===== config.mk =====
export PLATFORM = sky130hd
export DESIGN_NAME = seg_value_encoder
export DESIGN_NICKNAME = d
export VERILOG_FILES = /design/src/rtl/seg_value_encoder.sv
export SDC_FILE = /design/constraint.sdc
export NUM_CORES = 1
export LEC_CHECK = 0
export CELL_PAD_IN_SITES_DETAIL_PLACEMENT = 0
export CELL_PAD_IN_SITES_GLOBAL_PLACEMENT = 1
export CORE_MARGIN = 5
export CORE_UTILIZATION = 42
export DETAILED_ROUTE_END_ITERATION = 16
export PLACE_DENSITY_LB_ADDON = 0.3
export SLEW_MARGIN = 20
export SYNTH_ARGS = -nofsm -noshare
export SYNTH_HDL_FRONTEND = slang
export SYNTH_SLANG_ARGS = --single-unit

===== constraint.sdc =====
create_clock -name clk -period 1.95 [get_ports clk]
set_clock_uncertainty 0.2 [all_clocks]
set_input_delay 0.4875 -clock clk [delete_from_list [all_inputs] [get_ports clk]]
set_output_delay 0.4875 -clock clk [all_outputs]
set_load 0.01 [all_outputs]

===== src/rtl/seg_value_encoder.sv =====
// seg_value_encoder
//   Converts a binary value (0..99) into two 7-segment digit patterns for the
//   time-multiplexed digit driver. A sequential shift-add-3 (double-dabble)
//   conversion runs for WIDTH cycles, then a registered segment encode updates
//   the output. Values above 99 skip the conversion and show two dashes.
//
//   Optional build macro: LEADING_ZERO_BLANK_EN -- blank the tens digit when it
//   is zero on the normal path (the ones digit and the dashes are never blanked).
//
// Parameters
//   WIDTH      input value width, 7..10
//   DONE_PULSE 1: done is a single-cycle pulse; 0: done holds until next accept
//
// Ports
//   clk       system clock, all state on posedge
//   rst       asynchronous active-low reset
//   in_value  binary value to display
//   in_valid  in_value is valid
//   in_ready  block can accept; transfer when in_valid & in_ready at posedge
//   both7seg  {tens[6:0], ones[6:0]}, per digit {g,f,e,d,c,b,a}, 1 = lit
//   done      both7seg has been updated
//   ovf       last accepted value was greater than 99
module seg_value_encoder #(
  parameter int WIDTH      = 7,
  parameter bit DONE_PULSE = 1'b1
) (
  input  logic             clk,
  input  logic             rst,
  input  logic [WIDTH-1:0] in_value,
  input  logic             in_valid,
  output logic             in_ready,
  output logic [13:0]      both7seg,
  output logic             done,
  output logic             ovf
);

  typedef enum logic [1:0] {
    S_IDLE,
    S_SHIFT,
    S_ENCODE
  } state_t;

  localparam logic [WIDTH-1:0] MAX_IN   = WIDTH'(99);
  localparam logic [3:0]       CNT_LAST = 4'(WIDTH - 1);
  localparam logic [6:0]       SEG_DASH = 7'h40;

  state_t           state_q, state_d;
  logic [WIDTH-1:0] shreg_q, shreg_d;
  logic [3:0]       tens_q, tens_d;
  logic [3:0]       ones_q, ones_d;
  logic [3:0]       cnt_q, cnt_d;
  logic             ovf_path_q, ovf_path_d;
  logic [13:0]      seg_q, seg_d;
  logic             done_q, done_d;
  logic             ovf_q, ovf_d;

  logic [3:0]       tens_adj, ones_adj;
  logic [6:0]       tens_pat;
  logic             accept;

  function automatic logic [6:0] seg_of(input logic [3:0] digit);
    logic [6:0] pat;
    case (digit)
      4'd0:    pat = 7'h3F;
      4'd1:    pat = 7'h06;
      4'd2:    pat = 7'h5B;
      4'd3:    pat = 7'h4F;
      4'd4:    pat = 7'h66;
      4'd5:    pat = 7'h6D;
      4'd6:    pat = 7'h7D;
      4'd7:    pat = 7'h07;
      4'd8:    pat = 7'h7F;
      4'd9:    pat = 7'h6F;
      default: pat = 7'h00;
    endcase
    return pat;
  endfunction

  assign in_ready = (state_q == S_IDLE);
  assign accept   = in_ready && in_valid;

  // Add-3 correction happens before the shift so a nibble >= 5 carries
  // correctly into the next decimal place.
  assign tens_adj = (tens_q >= 4'd5) ? tens_q + 4'd3 : tens_q;
  assign ones_adj = (ones_q >= 4'd5) ? ones_q + 4'd3 : ones_q;

`ifdef LEADING_ZERO_BLANK_EN
  assign tens_pat = (tens_q == 4'd0) ? 7'h00 : seg_of(tens_q);
`else
  assign tens_pat = seg_of(tens_q);
`endif

  always_comb begin
    state_d    = state_q;
    shreg_d    = shreg_q;
    tens_d     = tens_q;
    ones_d     = ones_q;
    cnt_d      = cnt_q;
    ovf_path_d = ovf_path_q;
    seg_d      = seg_q;
    ovf_d      = ovf_q;
    done_d     = DONE_PULSE ? 1'b0 : done_q;

    case (state_q)
      S_IDLE: begin
        if (accept) begin
          done_d = 1'b0;
          if (in_value > MAX_IN) begin
            ovf_path_d = 1'b1;
            state_d    = S_ENCODE;
          end else begin
            ovf_path_d = 1'b0;
            shreg_d    = in_value;
            tens_d     = 4'd0;
            ones_d     = 4'd0;
            cnt_d      = 4'd0;
            state_d    = S_SHIFT;
          end
        end
      end
      S_SHIFT: begin
        {tens_d, ones_d, shreg_d} = {tens_adj, ones_adj, shreg_q} << 1;
        cnt_d = cnt_q + 4'd1;
        if (cnt_q == CNT_LAST) begin
          state_d = S_ENCODE;
        end
      end
      S_ENCODE: begin
        if (ovf_path_q) begin
          seg_d = {SEG_DASH, SEG_DASH};
          ovf_d = 1'b1;
        end else begin
          seg_d = {tens_pat, seg_of(ones_q)};
          ovf_d = 1'b0;
        end
        done_d  = 1'b1;
        state_d = S_IDLE;
      end
      default: state_d = S_IDLE;
    endcase
  end

  always_ff @(posedge clk or negedge rst) begin
    if (!rst) begin
      state_q    <= S_IDLE;
      shreg_q    <= '0;
      tens_q     <= 4'd0;
      ones_q     <= 4'd0;
      cnt_q      <= 4'd0;
      ovf_path_q <= 1'b0;
      seg_q      <= 14'h0000;
      done_q     <= 1'b0;
      ovf_q      <= 1'b0;
    end else begin
      state_q    <= state_d;
      shreg_q    <= shreg_d;
      tens_q     <= tens_d;
      ones_q     <= ones_d;
      cnt_q      <= cnt_d;
      ovf_path_q <= ovf_path_d;
      seg_q      <= seg_d;
      done_q     <= done_d;
      ovf_q      <= ovf_d;
    end
  end

  assign both7seg = seg_q;
  assign done     = done_q;
  assign ovf      = ovf_q;

endmodule

After elaboration in Yosys (flattened, before gate mapping)
Memory sizes are Yosys's and may differ from the RTL's.
Index checks and enable logic that the tools add are counted.
{"block": "op_classes", "n_eq_ne": 6, "add_sub_neg": 3, "reduce_logical": 6, "n_mux": 18, "n_lt_le_gt_ge": 3}
{"op": "$pmux 4 s2", "count": 3}
{"op": "$mux 14", "count": 1}
{"op": "$mux 7", "count": 2}
{"op": "$pmux 7 s2", "count": 1}
{"op": "$mux 4", "count": 3}
{"op": "$ge 4x3->1 const B", "count": 2}
{"op": "$gt 7x7->1 const B", "count": 1}
{"op": "$mux 2", "count": 3}
{"op": "$add 4x1->4 const B", "count": 1}
{"op": "$add 4x2->4 const B", "count": 1}
{"op": "$eq 4x3->1 const B", "count": 1}
{"op": "$ne 2x2->1 const B", "count": 2}
{"op": "$pmux 2 s2", "count": 1}
{"op": "$reduce_and 2->1", "count": 2}
{"op": "$add 3x2->3 const B", "count": 1}
{"op": "$mux 1", "count": 3}
{"op": "$mux 3", "count": 1}
{"op": "$reduce_and 3->1", "count": 1}
{"op": "$eq 2x1->1 const B", "count": 1}
{"op": "$eq 2x2->1 const B", "count": 1}
{"op": "$logic_not 2->1", "count": 1}
{"op": "$ne 2x1->1 const B", "count": 1}
{"op": "$reduce_bool 2->1", "count": 1}
{"op": "$logic_and 1x1->1", "count": 1}
{"block": "totals", "regBits": 38, "rom_bits": 224, "n_memories": 2, "output_inout_bits": 17}
{"name": "(name not given)", "words": 16, "word_bits": 7, "read_ports": 1, "rd_ports_with_merged_regs": 0, "wr": 0, "line_no": "63", "source": "case (digit)"}
{"name": "(name not given)", "words": 16, "word_bits": 7, "read_ports": 1, "rd_ports_with_merged_regs": 0, "wr": 0, "line_no": "63"}

Depth between registers and ports, before layout
{"block": "logic_depth", "word_depth": 4, "ltp_mapped": 7, "ltp_nobuf": 6}

Worst setup path after synthesis
No wires, ideal clock.
{"block": "synth_path", "path_kind": "register -> register", "from": "register ones_q[1]", "to": "register ones_q[2]", "required_ns": 1.624, "setup_slack_ns": 0.199, "path_stages_with_launch": 7, "setup_ns": 0.126, "arrival_time_ns": 1.425, "cell_sequence": "dfrtp_1 -> inv_1 -> ha_1 -> nand2b_1 -> a21oi_1 -> nor3_1 -> a221o_1"}
{"block": "synth_between", "elab_chain_len": 3}
{"item": "start, declared", "line_no": "50", "source": "logic [3:0] ones_q, ones_d;"}
{"item": "start signal, assigned", "line_no": "158", "source": "ones_q <= ones_d;"}
{"item": "$add 4x2->4 / $ge 4x3->1 (equally long branches)", "line_no": "85", "source": "assign ones_adj = (ones_q >= 4'd5) ? ones_q + 4'd3 : ones_q;"}
{"item": "$mux 4 *", "line_no": "85"}
{"item": "$pmux 4 s2 *", "line_no": "104", "source": "case (state_q)"}
Mark *: on every way between the ends. The rest lies on a longest branch, timed or not.
A chain may end at the register's enable or synchronous reset.

Worst setup path after layout
{"block": "layout_path", "from": "register seg_q[3] (netlist: both7seg[3])", "to": "output both7seg[3]"}
{"item": "start, declared", "line_no": "53", "source": "logic [13:0] seg_q, seg_d;"}
{"item": "start signal, assigned", "line_no": "161", "source": "seg_q <= seg_d;"}
{"item": "end, declared", "line_no": "32", "source": "output logic [13:0] both7seg,"}
No word-level cell between the ends.

==> flow_summary.yaml <==
logic_synthesis:
  ys.flop_type: "dfrtp_1"
  yosysUniqueCellTypes: 40
  avgSynthCellArea_um2: 9.46
  synth_fp_nets: 244
  yosys.area.top_type: "dfrtp_1"
  async_reset_ff_share_pct: 100
  yosysWarnings: 0
  synth_area_mm2: 0.00207
  yosysSeqAreaShare_pct: 45.9
  synth_top_area_share_pct: 45.9
  postSynthCellCount: 219
  synth_edf_count: 0
  yosys-top-cells-count: "dfrtp_1 (38), nand2_1 (27), a21oi_1 (20), o21ai_0 (19), nor2_1 (16)"
  synth.area.top_cells: "dfrtp_1 (46%), ha_1 (9.1%), nand2_1 (4.9%)"
  synth_seq_cells: 38
  yosysMostFrequentCell: "dfrtp_1"
worst_setup_path:
  cp_max_fo: 2
  crit_slowest_cell: "clkdlybuf4s50_1"
  critPathKind: "flip-flop to primary output"
  cp_top_family: "buffers and inverters"
  slowest_delay_ns: 0.54
  cp-start-kind: "flip-flop"
  arrival_ns: 1.18
  cp_cell_sequence: "clkdlybuf4s50_1"
  critPathCaptureType: "primary output"
  timing.critical_path.buf_inv: 1
  crit_required_ns: 1.26
timing:
  finalCritPeriodShare_pct: 95.9
  worst_slack_ns: 0.0802
  finalMaxSlewViolations: 0
  setup_viol: 0
  hold_viol: 0
  maxSlewHeadroom_pct: 68.1
  worst_pin_slew_ns: 0.479
  timing.fmax_mhz: 535
  layout_min_cycle_time_ns: 1.87
  rsz0062_at_grt: "no"
placement:
  pre_cts_ws_ns: -0.302
  io_buffers: 26
  gp_congestion: 0.790
  placedInstanceArea_mm2: 0.00252
  dpl.hpwl_mm: 3.14
route:
  wl_per_cell_um: 12.8
  vias: 1705
  drtAntennaViolNets: 0
  first_iter_violations: 54
  viasPerCell: 5.10
  drt_first_pass_iters: 4
  routed_wirelength_mm: 4.27
  drc: 0
power:
  ir_worst_vdd_mv: 0.713
  power.leakage_nw: 1.23
  p_total_mw: 4.10
  power_density_mw_per_mm2: 1540
clock_tree:
  cts_buffers: 5
  clkTransAtPathRegs_ns: 0.08
  cts_buffer_depth: 2
  clk_latency_ns: 0.29
  ctsHoldBuffers: 0
  cts.htree.levels: 2
  cts_tree: "built"
  cts_sinks: 38
  clock-root-buffer: "clkbuf_8"
final_layout:
  final_util_pct: 56.0
  regArea_um2: 951
  fill_cells: 462
  multi_input_area_mm2: 0.00102
  final_nets: 291
  fin_area_mm2: 0.00266
  syn_to_final_growth_pct: 28.4
  drive_gt1_share_pct: 16.5
  diodes: 0
outcome:
  status: "completed"
grt:
  grt_pass1_vias: 1685
  grt_max_degree: 39
  grt_pass1_wl_mm: 7.67
  grt_overflow: 0
  grt_antenna_before_repair: 0
  gr-usage-all-layers_pct: 15.1
floorplan:
  num_rows: 25
  ios: 27
  die_w_um: 80.2
  die_area_mm2: 0.00644
  design.core.area_mm2: 0.00475
  die_h_um: 80.2
  start_util_pct: 43.6
job:
  cap_violations: 0
min_path:
  min_path_type: "input port to asynchronous set/reset pin"
registers in the layout, indices dropped and copies added (netlist names):
signal	cells
both7seg	14
shreg_q	7
cnt_q	4
ones_q	4
tens_q	4
state_q	2
done	1
ovf	1
ovf_path_q	1
cell usage in the layout, fill, tap and decap left out, types with 2 or more instances in the layout:
master and instances:
clkbuf_8 8, dlymetal6s2s_1 2, a22o_1 4, nor3_1 6
nor3b_1 2, o22ai_1 12, inv_1 12, mux2i_1 2
a21o_1 2, clkdlybuf4s50_1 22, nor2b_1 2, a32o_1 2
nand3_1 2, buf_4 25, nor2_1 16, nor3_2 2
xnor2_1 3, dfrtp_1 38, nand2b_1 4, nand2_1 27
a21oi_1 20, o21ai_0 19, ha_1 15
stage by stage:
step / hold WS (ns) / instances / setup TNS, ns
2_1_floorplan: -0.00809 / 219 / 0
3_3_place_gp: 0.258 / 325 / -3.95
3_5_place_dp: 0.263 / 325 / -4.49
4_1_cts: 0.0605 / 333 / 0
5_1_grt: 0.0841 / 334 / 0
6_report: 0.0440 / 334 / 0
final timing paths:
check | start | to | slack, ns | depth (start not counted)
min in group clk | ovf | ovf | 0.27 | 2
max in group asynchronous | rst | tens_q[0] | 1.17 | 2
min reg2reg | ovf | ovf | 0.27 | 2
max | both7seg[3] | both7seg[3] | 0.08 | 1
max reg2reg | ones_q[0] | ones_q[2] | 0.16 | 6
min | rst | both7seg[2] | 0.04 | 2
repair_timing:
| action | CTS | global route |
|---|---|---|
| pin swaps | 0 | 2 |
| cloned | 0 | 0 |
| resized for setup | 1 | 5 |
| setup buffers | 0 | 1 |
| setup endpoints to repair | 1 | 10 |
power breakdown:
part | switching (mW) | internal, mW
clock | 0.273 | 0.357
sequential | 0.280 | 1.14
combinational | 1.04 | 1.02
total | 1.59 | 2.51
area by class of cell:
| type | instances | area share, % |
|---|---|---|
| inverters | 13 | 1.83 |
| multi-input cells | 157 | 38.4 |
| repair buffers | 51 | 16.8 |
| clock buffers | 8 | 4.14 |
| flip-flops and latches | 38 | 35.7 |
| well taps | 67 | 3.15 |
metal layers:
metal	GRT usage (%)	wire length, um	up-vias
li1	-	-	867
met1	18.7	2030	790
met2	25.3	1990	46
met3	3.92	221	2
met4	5.07	36	0
met5	0	0	-
cell families (layout without fill, tap and decap cells):
group	after synthesis	in the layout	synth area share, %
AO/OA/AOI/OAI	69	69	21.4
XOR/XNOR	3	3	1.27
adder cells (fa/ha/maj)	15	15	9.06
buffers and inverters	24	72	5.62
flip-flops	38	38	45.9
multiplexers	2	2	0.966
AND/OR/NAND/NOR	68	68	15.8
Note: power is estimated with default switching activity, not from simulation.
==> RTL change, RTL diff (same flow settings) <==
Change the parameter `DONE_PULSE` from 1'b1 to 1'b0.
--- a/src/rtl/seg_value_encoder.sv
+++ b/src/rtl/seg_value_encoder.sv
@@ -22,7 +22,7 @@
 //   ovf       last accepted value was greater than 99
 module seg_value_encoder #(
   parameter int WIDTH      = 7,
-  parameter bit DONE_PULSE = 1'b1
+  parameter bit DONE_PULSE = 1'b0
 ) (
   input  logic             clk,
   input  logic             rst,
Behaviour: not the same (Yosys sat finds a counterexample within 4 cycles, from zero or initial values and one cycle with rst low).
==> RTL change against the unedited design <==
Sequential cell count stayed put. Combinational power is 7% higher. Utilization is 1.8 points lower. Setup slack better by 0.00052 ns. Count of clock-buffer cells in the layout is 1 lower. Routed wire length is 2.8% lower. Area after synthesis is 1.7% higher. Power is 0.94% higher. Cell area is 2.6% lower. Highest routed layer unchanged.
==> RTL change: results <==
{
  "leakage_nw": 1.18,
  "hpwl_um": 3100,
  "grt_pass1_vias": 1610,
  "synth_fa_ha_area_share_pct": 8.91,
  "grt_pass1_wl_um": 7420,
  "wl_per_cell_um": 12.6,
  "track_usage_pct": 14.8,
  "numCtsBuffers": 5,
  "dp_worst_setup_slack_ns": -0.165,
  "ys_warn_count": 0,
  "cts_max_level": 2,
  "synth.area.top_cells": "dfrtp_1 (45%), ha_1 (8.9%), nand2_1 (7.7%)",
  "status": "complete, no violations",
  "nFillCells": 455,
  "synth-compound-area-share_pct": 20.5,
  "worstMarginPinSlew_ns": 0.489,
  "layout.nets": 288,
  "synth_fp_nets": 250,
  "avgViaCountPerCell": 4.82,
  "final_area_sq_um": 2590,
  "p_switching_mw": 1.62,
  "dr.first_iter.drc_count": 87,
  "ys_top_cells_by_count": "nand2_1 (43), dfrtp_1 (38), o21ai_0 (22)",
  "ys_seq_area_share_pct": 45.1,
  "drive_above_1_share_pct": 14.8,
  "place_congestion": 0.737,
  "synth-xor-area-share_pct": 0.831,
  "dpl_cell_area_sq_um": 2500,
  "synth_mux_area_share_pct": 0.475
}
RTL change: routing by layer:
layer	vias up	GRT usage, %	share of wire (%)
li1	845	-	-
met4	0	5.07	1.0
met2	32	24.1	45
met3	4	3.66	4.6
met5	-	0	0
met1	715	19.3	49
RTL change: cells by family after synthesis:
| family | after synthesis |
|---|---|
| muxes | 1 |
| and+or+nand+nor | 86 |
| xor gates and xnor gates | 2 |
| AOI/OAI and AO/OA | 62 |
| adders and majority gates | 15 |
| DFF | 38 |
| buffers and inverters | 21 |
RTL change: final timing paths:
kind	slack [ns]	cells after the start	from	to
setup / recovery	0.08	1	both7seg[11]$_DFFE_PN0P_	both7seg[11]
hold / removal	0.03	2	rst	cnt_q[0]$_DFFE_PN0P_
setup reg to reg	0.23	6	tens_q[0]$_DFFE_PN0P_	tens_q[3]$_DFFE_PN0P_
hold reg to reg	0.27	2	shreg_q[0]$_DFFE_PN0P_	shreg_q[0]$_DFFE_PN0P_
max in group asynchronous	1.16	2	rst	both7seg[6]$_DFFE_PN0P_
min in group clk	0.27	2	shreg_q[0]$_DFFE_PN0P_	shreg_q[0]$_DFFE_PN0P_
RTL change: repair_timing:
| item | 4_1_cts | 5_1_grt |
|---|---|---|
| endpoints found under the setup margin | 1 | 0 |
| resized for setup | 1 | 0 |
| hold buffers | 0 | 0 |
RTL change: layout make-up:
class                   count  area, sq um  area share (%)
flip-flops and latches     38          951            36.7
clock inverters             1         5.00           0.193
repair buffers             43          394            15.2
inverters                   9         33.8            1.30
clock buffers               7         86.3            3.33
well taps                  67         83.8            3.23
multi-input cells         166         1040            40.1
RTL change: power groups by stage:
stage,clock network [mW],logic (mW),registers (mW)
after floorplan,0,1.38,1.43
final,0.558,2.19,1.40
after CTS,0.574,2.22,1.40
after global placement,0,2.18,1.40
after global routing,0.610,2.46,1.46
after detailed placement,0,2.21,1.42
RTL change: through the flow:
stage / power [mW] / hold WS [ns] / TNS, ns / cells
finish: 4.14 / 0.0315 / 0 / 331
global route: 4.53 / 0.0940 / 0 / 331
CTS: 4.19 / 0.0537 / 0 / 331
detailed placement: 3.63 / 0.256 / -2.12 / 323
global placement: 3.58 / 0.254 / -1.27 / 323
floorplan: 2.81 / -0.00809 / 0 / 225
